--- src/rtl/stage2_k_unpack_pkg.sv ---
// Shared layout definitions for the stage-2 category-k message: byte offsets,
// defaults, FSM state encoding and the decoded field bundle.
package stage2_k_unpack_pkg;

   localparam int         MSG_BYTES_DEF  = 35;
   localparam logic [7:0] K_CATEGORY_DEF = 8'h6B;
   localparam int         SHIFT_W        = 8 * MSG_BYTES_DEF;

   // byte offsets from the start of the packed message (byte 0 = first on the wire)
   localparam int OFF_PID    = 0;
   localparam int OFF_CAT    = 1;
   localparam int OFF_TYPE   = 2;
   localparam int OFF_RSV0   = 3;
   localparam int OFF_SYM    = 4;
   localparam int OFF_RSV1   = 9;
   localparam int OFF_EXP    = 10;
   localparam int OFF_SDEN   = 13;
   localparam int OFF_SPRICE = 14;
   localparam int OFF_PDEN   = 18;
   localparam int OFF_BPRICE = 19;
   localparam int OFF_BSIZE  = 23;
   localparam int OFF_OPRICE = 27;
   localparam int OFF_OSIZE  = 31;

   typedef enum logic [1:0] {
      ST_IDLE    = 2'd0,
      ST_COLLECT = 2'd1,
      ST_HOLD    = 2'd2
   } state_e;

   typedef struct packed {
      logic [7:0]  participant_id;
      logic [7:0]  msg_category;
      logic [7:0]  msg_type;
      logic [39:0] security_symbol;
      logic [23:0] expiration_block;
      logic [7:0]  strike_den_code;
      logic [31:0] strike_price;
      logic [7:0]  premium_den_code;
      logic [31:0] bid_price;
      logic [31:0] bid_size;
      logic [31:0] offer_price;
      logic [31:0] offer_size;
   } k_fields_t;

   // MSB position of a byte offset once the whole message sits in the shift register
   function automatic int msb_of(input int off);
      return SHIFT_W - 1 - 8 * off;
   endfunction

   function automatic logic rsvd_nonzero(input logic [SHIFT_W-1:0] s);
      return (|s[SHIFT_W-1-8*OFF_RSV0 -: 8]) | (|s[SHIFT_W-1-8*OFF_RSV1 -: 8]);
   endfunction

endpackage

--- src/rtl/stage2_k_field_split.sv ---
// Combinational slice of the assembled 280-bit message into its named fields.
module stage2_k_field_split
   import stage2_k_unpack_pkg::*;
(
   input  logic [SHIFT_W-1:0] shift_i,
   output k_fields_t          fields_o
);

   assign fields_o.participant_id   = shift_i[msb_of(OFF_PID)    -: 8];
   assign fields_o.msg_category     = shift_i[msb_of(OFF_CAT)    -: 8];
   assign fields_o.msg_type         = shift_i[msb_of(OFF_TYPE)   -: 8];
   assign fields_o.security_symbol  = shift_i[msb_of(OFF_SYM)    -: 40];
   assign fields_o.expiration_block = shift_i[msb_of(OFF_EXP)    -: 24];
   assign fields_o.strike_den_code  = shift_i[msb_of(OFF_SDEN)   -: 8];
   assign fields_o.strike_price     = shift_i[msb_of(OFF_SPRICE) -: 32];
   assign fields_o.premium_den_code = shift_i[msb_of(OFF_PDEN)   -: 8];
   assign fields_o.bid_price        = shift_i[msb_of(OFF_BPRICE) -: 32];
   assign fields_o.bid_size         = shift_i[msb_of(OFF_BSIZE)  -: 32];
   assign fields_o.offer_price      = shift_i[msb_of(OFF_OPRICE) -: 32];
   assign fields_o.offer_size       = shift_i[msb_of(OFF_OSIZE)  -: 32];

endmodule

--- src/rtl/stage2_k_unpack.sv ---
// Stage-2 category-k unpacker: collects a byte stream into a message register,
// screens the category byte and presents the decoded fields until consumed.
//
//   state      | meaning
//   -----------+---------------------------------------------------------
//   ST_IDLE    | waiting for an in_sof beat; other beats are ignored
//   ST_COLLECT | shifting message bytes in; sof restarts, bad category drops
//   ST_HOLD    | full message presented on out_valid; input back-pressured
module stage2_k_unpack
   import stage2_k_unpack_pkg::*;
#(
   parameter int         MSG_BYTES  = MSG_BYTES_DEF,
   parameter logic [7:0] K_CATEGORY = K_CATEGORY_DEF
) (
   input  logic        clk,
   input  logic        rst_n,
   input  logic [7:0]  in_data,
   input  logic        in_valid,
   input  logic        in_sof,
   output logic        in_ready,
   output logic        out_valid,
   input  logic        out_ready,
   output logic [7:0]  participant_id,
   output logic [7:0]  msg_category,
   output logic [7:0]  msg_type,
   output logic [39:0] security_symbol,
   output logic [23:0] expiration_block,
   output logic [7:0]  strike_den_code,
   output logic [31:0] strike_price,
   output logic [7:0]  premium_den_code,
   output logic [31:0] bid_price,
   output logic [31:0] bid_size,
   output logic [31:0] offer_price,
   output logic [31:0] offer_size,
   output logic        rsvd_err,
   output logic        drop_pulse
);

   localparam logic [5:0] LAST_CNT = 6'(MSG_BYTES - 1);

   state_e             state_q;
   logic [5:0]         count_q;
   logic [SHIFT_W-1:0] shift_q;
   logic               out_valid_q;
   logic               rsvd_err_q;
   logic               drop_q;
   logic               in_ready_q;

   logic               accept;
   logic [SHIFT_W-1:0] shift_d;
   logic [SHIFT_W-1:0] shift_sof;
   k_fields_t          fields;

   // in_ready is registered, so acceptance is judged on the registered copy
   assign accept    = in_valid & in_ready_q;
   assign shift_d   = {shift_q[SHIFT_W-9:0], in_data};
   assign shift_sof = {{(SHIFT_W-8){1'b0}}, in_data};

   always_ff @(posedge clk or negedge rst_n) begin
      if (!rst_n) begin
         state_q     <= ST_IDLE;
         count_q     <= '0;
         shift_q     <= '0;
         out_valid_q <= 1'b0;
         rsvd_err_q  <= 1'b0;
         drop_q      <= 1'b0;
         in_ready_q  <= 1'b0;
      end else begin
         drop_q <= 1'b0;
         case (state_q)
            ST_IDLE: begin
               in_ready_q <= 1'b1;
               if (accept && in_sof) begin
                  shift_q <= shift_sof;
                  count_q <= 6'd1;
                  state_q <= ST_COLLECT;
               end
            end
            ST_COLLECT: begin
               in_ready_q <= 1'b1;
               if (accept) begin
                  if (in_sof) begin
                     drop_q  <= 1'b1;
                     shift_q <= shift_sof;
                     count_q <= 6'd1;
                  end else if (count_q == 6'd1 && in_data != K_CATEGORY) begin
                     drop_q  <= 1'b1;
                     count_q <= '0;
                     state_q <= ST_IDLE;
                  end else begin
                     shift_q <= shift_d;
                     count_q <= count_q + 6'd1;
                     if (count_q == LAST_CNT) begin
                        state_q     <= ST_HOLD;
                        out_valid_q <= 1'b1;
                        in_ready_q  <= 1'b0;
                        rsvd_err_q  <= rsvd_nonzero(shift_d);
                     end
                  end
               end
            end
            ST_HOLD: begin
               in_ready_q <= 1'b0;
               if (out_ready) begin
                  state_q     <= ST_IDLE;
                  count_q     <= '0;
                  out_valid_q <= 1'b0;
                  rsvd_err_q  <= 1'b0;
                  in_ready_q  <= 1'b1;
               end
            end
            default: begin
               state_q     <= ST_IDLE;
               count_q     <= '0;
               out_valid_q <= 1'b0;
               rsvd_err_q  <= 1'b0;
               in_ready_q  <= 1'b1;
            end
         endcase
      end
   end

   stage2_k_field_split u_split (
      .shift_i  (shift_q),
      .fields_o (fields)
   );

   assign in_ready         = in_ready_q;
   assign out_valid        = out_valid_q;
   assign rsvd_err         = rsvd_err_q;
   assign drop_pulse       = drop_q;
   assign participant_id   = fields.participant_id;
   assign msg_category     = fields.msg_category;
   assign msg_type         = fields.msg_type;
   assign security_symbol  = fields.security_symbol;
   assign expiration_block = fields.expiration_block;
   assign strike_den_code  = fields.strike_den_code;
   assign strike_price     = fields.strike_price;
   assign premium_den_code = fields.premium_den_code;
   assign bid_price        = fields.bid_price;
   assign bid_size         = fields.bid_size;
   assign offer_price      = fields.offer_price;
   assign offer_size       = fields.offer_size;

endmodule

--- config.mk ---
export PLATFORM = sky130hd
export DESIGN_NAME = stage2_k_unpack
export DESIGN_NICKNAME = d
export VERILOG_FILES = /design/src/rtl/stage2_k_unpack_pkg.sv /design/src/rtl/stage2_k_field_split.sv /design/src/rtl/stage2_k_unpack.sv
export SDC_FILE = /design/constraint.sdc
export NUM_CORES = 1
export LEC_CHECK = 0
export ABC_AREA = 1
export CAP_MARGIN = 30
export CORE_AREA = 2 2 161 163
export CTS_CLUSTER_DIAMETER = 60
export DETAILED_ROUTE_END_ITERATION = 10
export DIE_AREA = 0 0 163 165
export PLACE_DENSITY = 0.88
export REMOVE_ABC_BUFFERS = 1
export SETUP_SLACK_MARGIN = 0.05
export SYNTH_ARGS = -nofsm -noshare
export SYNTH_HDL_FRONTEND = slang
export SYNTH_SLANG_ARGS = --single-unit
export TNS_END_PERCENT = 5
--- constraint.sdc ---
create_clock -name clk -period 2.6 [get_ports clk]
set_input_delay 0.65 -clock clk [delete_from_list [all_inputs] [get_ports clk]]
set_output_delay 0.65 -clock clk [all_outputs]
set_load 0.02 [all_outputs]
Word level (Yosys, flattened, before mapping)
Cells that the tools add are included.

storage, ports and cells
  register bits after elaboration = 292
  output and inout port bits = 268
  logic and storage cells = 73

operators by class
  add/subtract/negate cells = 1
  eq/ne operators = 13
  multiplexer cells = 39
  bitwise gates (word level) = 3
  reductions and logical operators = 10

operators by type and width
  operator             count
  $mux 280             4
  $pmux 280 s2         1
  $mux 6               5
  $mux 1               18
  $pmux 6 s3           1
  $reduce_or 8->1      2
  $mux 2               6
  $ne 2x2->1 const B   6
  $ne 8x7->1 const B   1
  $add 6x1->6 const B  1
  $eq 6x1->1 const B   1
  $eq 6x6->1 const B   1
  $ne 3x3->1 const B   2
  $pmux 1 s3           2
  $pmux 2 s3           1
  $reduce_and 6->1     1
  $reduce_and 5->1     1
  $reduce_and 4->1     1
  $reduce_and 3->1     1
  $eq 2x1->1 const B   1
  $eq 2x2->1 const B   1
  $logic_and 1x1->1    2
  $logic_not 2->1      1
  $pmux 1 s2           1
  4 further kinds      4

Longest topological paths before layout
  depth in word-level cells = 7
  gate-level depth with buffers = 10

By module
Synthesis repeated with hierarchy kept, for this count alone.

unflattened totals
  cells, all modules = 1604
  area total of the unflattened synthesis = 13785.7 um^2

modules (own cells, without submodules)
  module                times used  cells an instance  area an instance (um^2)  sequential area each (um^2)
  stage2_k_unpack       1           1340               11803.8                  7307.0
  stage2_k_field_split  1           264                1981.9                   0.0

Worst setup path after synthesis
No wires, ideal clock.

  path type = register to register
  start = register state_q[1]
  end = register shift_q[214]
  arrival time = 1544 ps
  data required time = 2479 ps
  setup slack = 935 ps
  cell stages (with the launch flop) = 10
  path buffers = 2
  clock period less this slack = 1665 ps
  cells stage by stage = dfrtp_1 -> inv_1 -> ha_1 -> inv_1 -> nor2_2 -> nand3_2 -> nand2_2 -> buf_4 -> buf_2 -> o21ai_1

on the way
  word-level cells in the longest chain between the ends = 3

ends and longest elaborated chain
  item                                                  RTL line               source
  from (decl)                                           stage2_k_unpack.sv:41  state_e state_q;
  from (signal assigned)                                stage2_k_unpack.sv:61  state_q <= ST_IDLE;
  from (signal assigned)                                stage2_k_unpack.sv:76  state_q <= ST_COLLECT;
  from (signal assigned)                                stage2_k_unpack.sv:89  state_q <= ST_IDLE;
  $eq 2x1->1 / $logic_not 2->1 (equally long branches)  stage2_k_unpack.sv:70  case (state_q)
  $ne 3x3->1 (no line) (tied with other cells)          n/a
  $reduce_and 4->1 (no line)                            n/a
  to (signal assigned)                                  stage2_k_unpack.sv:74  shift_q <= shift_sof;
  to (signal assigned)                                  stage2_k_unpack.sv:84  shift_q <= shift_sof;
  to (signal assigned)                                  stage2_k_unpack.sv:91  shift_q <= shift_d;
  to (decl)                                             stage2_k_unpack.sv:43  logic [SHIFT_W-1:0] shift_q;

Parallel ways exist; a longest one is shown, timed or not.
A chain may end at the register's enable or synchronous reset.

Final worst setup path
  start = register shift_q[194]
  end = output expiration_block[18]

RTL lines
  item       RTL line               source
  to (decl)  stage2_k_unpack.sv:27  output logic [23:0] expiration_block,

No word-level cell between the ends.

==> metrics.txt <==
run status completed; Chip Width 163 um; Placed Cells incl. Taps 1888; Critical path destination expiration_block[18]; Pleak around 6.6 nW; vias in the first global route ~9.4k; pin count of the biggest net entering global routing ~110; die footprint approximately 27000 um^2; clock skew 0.0138 ns; final number of hold-violating endpoints 0; warnings from Yosys 0; transition time at the pin with the least slew margin 0.480 ns; timing-limited maximum frequency around 430 MHz; CP Capture Type output pin; overall power consumption 0.0120 W; classification of the worst setup path reg -> out; power per cell area 748 nW/um^2; Antenna Diode Count 0; area of the mapped netlist between 10000 and 15000 um^2; met1 routed wirelength after detailed routing 12.6 mm; Die Height 165 um; clock tree root driver cell clkbuf_16; number of fill cells 1933; Slew HR 68.0%; total DRC errors in the routed layout 0; flip-flop and latch count after synthesis roughly 290; H-Tree Depth 1; post-DR wirelength/cell roughly 16 um; largest driver fanout on the critical path 4; drt total wl between 30 and 40 mm; cell area after placement 15100 um^2; Placer Congestion around 0.87; number of core rows 58; global routing usage summed across all routing layers 22.3%; wire length on met3 2.87 mm; placed wire-length estimate after detailed placement 20.4 mm; routed via count divided by cell count 5.16; hold-fix buffer count after cts 0; number of routed nets with antenna violations 0; maximum root-to-sink buffer count 3; reg-to-reg setup timing slack 0.46 ns; Max Cap Viol 0; average instance area after synthesis ~8.7 um^2; RSZ-0062 raised after global routing false; period utilisation layout between 80% and 90%; count of cells along the worst register-to-register path 9; class of the worst hold path in -> async; Resized cells post-CTS 0; Post-Synthesis Cells 1603; Seq/Total Area, Yosys 52.5%; slowest stage delay, CP 0.65 ns; Reg-to-Reg End shift_q[149]; initial drt markers 1026; Worst Path Arrival between 1.5 and 2 ns; non-filler instance count after layout between 1.5k and 2k; starting density of the core 55.5%; Num Clock Sinks 292; Core Box Area about 25000 um^2; cell family with most CP delay buffers and inverters; chain of cells forming the critical path clkdlybuf4s50_1; CTS tree yes; Layout area overhead 15.3%; fraction of final layout cells sized beyond drive strength 1 5.29%; final critical path time including I/O delays and setup between 2 and 2.5 ns; count of buffer and inverter cells on the critical path 1; overall overflow remaining after global route 0; wire length of the first global-routing pass 48.5 mm; maximum VDD drop 0.737 mV; number of unique standard cell types used by synthesis 24; setup violators final 0; reg2reg start count_q[1]; clock network latency to the later pin of the worst-skew pair around 0.54 ns; number of top-level pins between 200 and 300; multi-input combinational cell area 4020 um^2; Worst setup SP type flip-flop; count of buffers from port buffering 280; uppermost signal routing layer after detailed routing met4; post-layout net count around 1.6k; clock slew at reported path FFs ~0.060 ns; post-CTS setup buffer count 0; required arrival time at the worst endpoint slightly below 2 ns; post-route cell area 16000 um^2; first element of the critical path shift_q[194]; initial antenna violation count 0; Slew Limit Fails 0; TritonCTS Buffers 29; met2 WL between 10 and 15 mm; detailed-route via count 10.0k; crit path max-delay cell type clkdlybuf4s50_1; Pre-antenna DRT Iters 6; area of all sequential standard cells 7310 um^2; Stages on worst setup path 1
[synth_stat cells]
| library cell | number | share of area, % |
|---|---|---|
| nand3_1 | 17 | 0.61 |
| o21ai_1 | 275 | 9.9 |
| nand3_2 | 1 | 0.072 |
| nand2_2 | 1 | 0.045 |
| buf_4 | 310 | 17 |
| clkbuf_1 | 20 | 0.54 |
| nand4_1 | 1 | 0.045 |
| buf_6 | 2 | 0.16 |
| a211oi_1 | 1 | 0.054 |
| inv_2 | 3 | 0.081 |
| nand2_1 | 597 | 16 |
| o21ai_0 | 9 | 0.32 |
| xor2_1 | 2 | 0.13 |
| ha_1 | 6 | 0.54 |
| buf_1 | 7 | 0.19 |
| inv_1 | 14 | 0.38 |
| a22oi_1 | 1 | 0.054 |
| nand3b_1 | 1 | 0.054 |
| buf_2 | 17 | 0.61 |
| o211a_4 | 1 | 0.13 |
| a21oi_1 | 1 | 0.036 |
| nor2_2 | 1 | 0.045 |
| dfrtp_1 | 292 | 53 |
| nor2_1 | 23 | 0.62 |
[layer usage]
metal  global-route usage, %  vias up
li1                        -     4808
met1                    29.5     4720
met2                    36.5      423
met3                    6.50       54
met4                    5.51        0
met5                       0        -
[cell usage in the layout, fill, tap and decap left out, drive strengths merged]
master and instances:
o211a 1, nand3b 1, nand2 598, clkinvlp 1
a22oi 1, a21oi 1, a211oi 1, nand3 18
clkdlybuf4s50 279, clkbuf 34, clkinv 10, xor2 2
dfrtp 292, nor2 24, inv 19, o21ai 284
nand4 1, bufinv 3, buf 32, ha 6
[how the worst min path moves through the flow]
stage	start	slack [ns]	to
6_report	rst_n	0.04	shift_q[275]
5_1_grt	rst_n	0.06	shift_q[170]
4_1_cts	rst_n	0.03	shift_q[186]
3_5_place_dp	shift_q[277]	0.48	shift_q[277]
3_3_place_gp	shift_q[277]	0.47	shift_q[277]
2_1_floorplan	rst_n	0.35	count_q[0]
[power by group]
part	internal, W	switching (W)	leakage (nW)
sequential	0.00471	0.000167	4.06
clock	0.00237	0.00176	0.462
combinational	0.000962	0.00202	2.04
[area by class of cell]
cell class | count | area share [%]
sequential | 292 | 45.6
multi-input combinational | 938 | 25.1
timing repair buffer | 311 | 20.6
clock buffer | 34 | 4.71
tap | 330 | 2.58
clock inverter | 16 | 1.07
inverter | 17 | 0.398
[cell families after synthesis]
logic type,synth area share (%)
AO/OA/AOI/OAI,10.5
XOR/XNOR,0.126
adder cells (fa/ha/maj),0.540
buffers and inverters,18.7
flip-flops,52.5
AND/OR/NAND/NOR,17.6
[per-stage QoR]
| stage | setup TNS, ns | hold slack [ns] | util [%] | setup slack (ns) |
|---|---|---|---|---|
| after CTS | 0 | 0.0317 | 64.0 | 0.252 |
| after global placement | 0 | 0.471 | 60.3 | 0.132 |
| after floorplan | -2629.13 | 0.354 | - | -9.37 |
| after detailed placement | 0 | 0.479 | 60.3 | 0.0477 |
| final | 0 | 0.0395 | 64.0 | 0.289 |
| after global routing | 0 | 0.0564 | 64.0 | 0.212 |
[registers in the layout, indices dropped and copies added, names as in the netlist]
register and count:
in_ready 1, count_q 6, rsvd_err 1, state_q 2, shift_q 280, out_valid 1
drop_pulse 1
No activity file was read; power rests on OpenSTA's default activity.
==> RTL edit 1: new RTL, same settings <==
Compare `count_q` against `LAST_CNT` with >= in place of ==.
--- a/src/rtl/stage2_k_unpack.sv
+++ b/src/rtl/stage2_k_unpack.sv
@@ -90,7 +90,7 @@
                   end else begin
                      shift_q <= shift_d;
                      count_q <= count_q + 6'd1;
-                     if (count_q == LAST_CNT) begin
+                     if (count_q >= LAST_CNT) begin
                         state_q     <= ST_HOLD;
                         out_valid_q <= 1'b1;
                         in_ready_q  <= 1'b0;
Formal check against the unedited RTL: same outputs for any inputs over 4 cycles, from zero or initial values and one cycle with rst_n low; that may be too few to reach the edited logic, so the function may still have changed.
==> RTL edit 1 against the unedited design <==
  * First-iteration DRC count shrank 12%
  * Area after synthesis grew 8.5%
  * Setup slack gained 0.055 ns
  * Routed wire length grew 2.3%
  * Cell area grew 6.8%
  * Sequential cell count is the same
  * Largest cell class unchanged
  * Power grew 7.3%
  * Synthesized cell count grew 0.50%
==> RTL edit 1: results <==
run_status:
  status: "complete, no violations"
finish:
  fin_nets: 1619
  multi_input_area_um2: 4940
  clock_area_share_pct: 6.54
  layout-drive-gt1-share_pct: 20.3
  bufAreaShareNonClock_pct: 19.1
  fillers: 1869
  signal_buffers: 310
  clock_buffers: 51
sta:
  fin_skew_ns: 0.00994
  period_needed_ns: 2.26
  hold_ws_ns: 0.0982
  tightest_slew_ns: 0.523
synth:
  syn_avg_cell_area_um2: 9.37
  synth_area_leaders: "dfrtp_1 (48%), nand2_1 (15%), o21ai_2 (14%), buf_4 (13%), buf_6 (4.3%)"
  synth_seq_area_share_pct: 48.4
placement:
  post-place-ws_ns: 0.124
  gp_congestion: 0.844
  dp_hpwl_um: 21000
global_route:
  grt_pass1_wl_um: 49800
  use_met2_pct: 38.9
  grt_max_degree: 110
  grt_use_total_pct: 23.0
  met1_usage_pct: 28.6
setup_path:
  cp-startpoint: "shift_q[118]$_DFFE_PN0P_"
  ff2ff_setup_slack_ns: 0.52
  cp-endpoint: "bid_price[22]"
  worst_ep_arrival_time_ns: 1.61
  slowest_delay_ns: 0.71
power:
  peakVddDrop_mv: 0.655
  p_leak_nw: 7.16
routing:
  routedWlPerCell_um: 15.9
  initialDrtViolationCount: 904
  drtPass1Iterations: 5
  met1Wirelength_um: 12400
clock_tree:
  h-tree-depth: 2
==> RTL edit 1: per-stage QoR <==
stage	utilization [%]	cell area (um2)
2_1_floorplan	-	12300
3_3_place_gp	63.9	16000
3_5_place_dp	63.9	16000
4_1_cts	68.4	17100
5_1_grt	68.4	17100
6_report	68.4	17100
==> RTL edit 1: logic make-up after synthesis <==
| logic type | count (synthesis) | share of synthesized area (%) |
|---|---|---|
| AO/OA/AOI/OAI | 285 | 15.5 |
| AND/OR/NAND/NOR | 652 | 16.6 |
| buffers and inverters | 376 | 18.9 |
| flip-flops | 292 | 48.4 |
| adder cells (fa/ha/maj) | 6 | 0.498 |
==> RTL edit 1: power by group through the flow <==
stage	registers, W	logic (W)	clock network, W
2_1_floorplan	0.00505	0.00155	0
3_3_place_gp	0.00494	0.00325	0
3_5_place_dp	0.00495	0.00329	0
4_1_cts	0.00488	0.00331	0.00480
5_1_grt	0.00490	0.00359	0.00501
6_report	0.00488	0.00329	0.00470
==> RTL edit 2: new RTL, same settings <==
Made on the original files. Reset style: synchronous (`rst_n`), changed in one clocked block.
--- a/src/rtl/stage2_k_unpack.sv
+++ b/src/rtl/stage2_k_unpack.sv
@@ -56,7 +56,7 @@
    assign shift_d   = {shift_q[SHIFT_W-9:0], in_data};
    assign shift_sof = {{(SHIFT_W-8){1'b0}}, in_data};
 
-   always_ff @(posedge clk or negedge rst_n) begin
+   always_ff @(posedge clk) begin
       if (!rst_n) begin
          state_q     <= ST_IDLE;
          count_q     <= '0;
Formal check against the unedited RTL: differs if rst_n is asserted again (counterexample within 4 cycles, from zero or initial values and one cycle with rst_n low); with rst_n held inactive, the same outputs for 4 cycles.
==> RTL edit 2 against the unedited design <==
  * Routed wire length rose by 21%
  * Cell count rose by 30%
  * Area after synthesis rose by 10%
  * Sequential cell count did not move
  * Cell area rose by 7.9%
  * Power rose by 12%
  * Setup slack improved by 0.0063 ns
  * Count of clock-buffer cells in the layout rose by 6
  * Fmax rose by 0.27%
  * Critical path type unchanged
==> RTL edit 2: results <==
power:
  p_leak_nw: 6.59
  peakVddDrop_mv: 0.488
routing:
  drtPass1Iterations: 7
  initialDrtViolationCount: 1338
  vias_per_cell: 5.41
synth:
  async_flop_share_pct: 0
  synth_compound_area_share_pct: 9.65
  synth_xor_area_share_pct: 0
  synth_area_leaders: "dfxtp_1 (38%), nand2_1 (15%), buf_4 (13%), a21oi_1 (9.4%), nand3_1 (9.4%)"
  synth_seq_area_share_pct: 38.2
  ys_top_cells_by_count: "nand2_1 (599), nor2_1 (295), dfxtp_1 (292), a21oi_1 (288), nand3_1 (287)"
  synth_adder_area_share_pct: 0.491
  ys.flop_type: "dfxtp_1"
  yosysUniqueCellTypes: 21
global_route:
  grt_pass1_vias: 12200
  met1_usage_pct: 33.8
  grt_pass1_wl_um: 59300
  use_met3_pct: 5.88
  grt_use_total_pct: 26.2
  grt_max_degree: 79
  use_met2_pct: 44.1
run_status:
  status: "complete, no violations"
clock_tree:
  numCtsBuffers: 30
  insertion_delay_ns: 0.56
hold_path:
  hp-class: "register to register"
finish:
  layout-drive-gt1-share_pct: 5.41
  fin_nets: 2194
placement:
  dpl_cell_area_um2: 16300
  dp_hpwl_um: 23800
  gp_congestion: 0.844
sta:
  fin_skew_ns: 0.0124
  slew_headroom_pct: 67.8
## RTL edit 2: cell types whose count changed in the layout (fill, tap and decap cells not counted), sizes merged, moves of 4 or more
| cell | delta |
|---|---|
| nand3 | +269 |
| dfxtp | +292 |
| buf | +30 |
| o21ai | -282 |
| inv | +4 |
| dfrtp | -292 |
| nor2 | +271 |
| a21oi | +288 |
| clkbuf | +7 |
## RTL edit 2: final timing paths
path,slack (ns),from,to,depth (start not counted)
min,0.48,shift_q[203]$_SDFFE_PN0P_,shift_q[203]$_SDFFE_PN0P_,2
max reg2reg,0.59,state_q[0]$_SDFFE_PN0P_,shift_q[12]$_SDFFE_PN0P_,10
min reg2reg,0.48,shift_q[203]$_SDFFE_PN0P_,shift_q[203]$_SDFFE_PN0P_,2
max,0.30,shift_q[193]$_SDFFE_PN0P_,expiration_block[17],1
## RTL edit 2: final cells by class
type                            count  area (um2)
Fill cell                        1998        7730
Tap cell                          330         413
Clock inverter                     16         139
Inverter                           22        82.6
Clock buffer                       40         860
Multi-Input combinational cell   1487        6400
Sequential cell                   292        5850
Timing Repair Buffer              342        3560
## RTL edit 2: report_power, final
part	total, W	leakage (nW)	switching (W)	internal [W]
Clock	0.00434	0.504	0.00183	0.00252
Combinational	0.00369	3.70	0.00207	0.00162
Sequential	0.00544	2.38	0.000450	0.00499
## RTL edit 2: kinds of logic after synthesis
| group | count (synthesis) |
|---|---|
| adders and majority gates | 6 |
| DFF | 292 |
| and+or+nand+nor | 1188 |
| buffers and inverters | 471 |
| AOI/OAI and AO/OA | 293 |
## RTL edit 2: tightest hold or removal path, cell delays in order (launching register included)
cell     delay (ns)
dfxtp_1        0.33
a21oi_1        0.04
nor2_1         0.08
## RTL edit 2: through the flow
step	cells	hold slack (ns)	total power [W]	utilization (%)	worst slack, ns
global placement	2473	0.459	0.00906	65.1	0.159
global route	2529	0.497	0.0141	69.1	0.239
CTS	2529	0.484	0.0135	69.1	0.282
finish	2529	0.482	0.0135	69.1	0.295
floorplan	1801	0.452	0.00804	-	-12.62
detailed placement	2473	0.469	0.00918	65.1	0.100
## RTL edit 2: routing by layer
metal	share of wire (%)	vias up
met5	0	-
met4	2.6	0
met3	8.6	76
met2	48	546
met1	41	6263
li1	-	6807
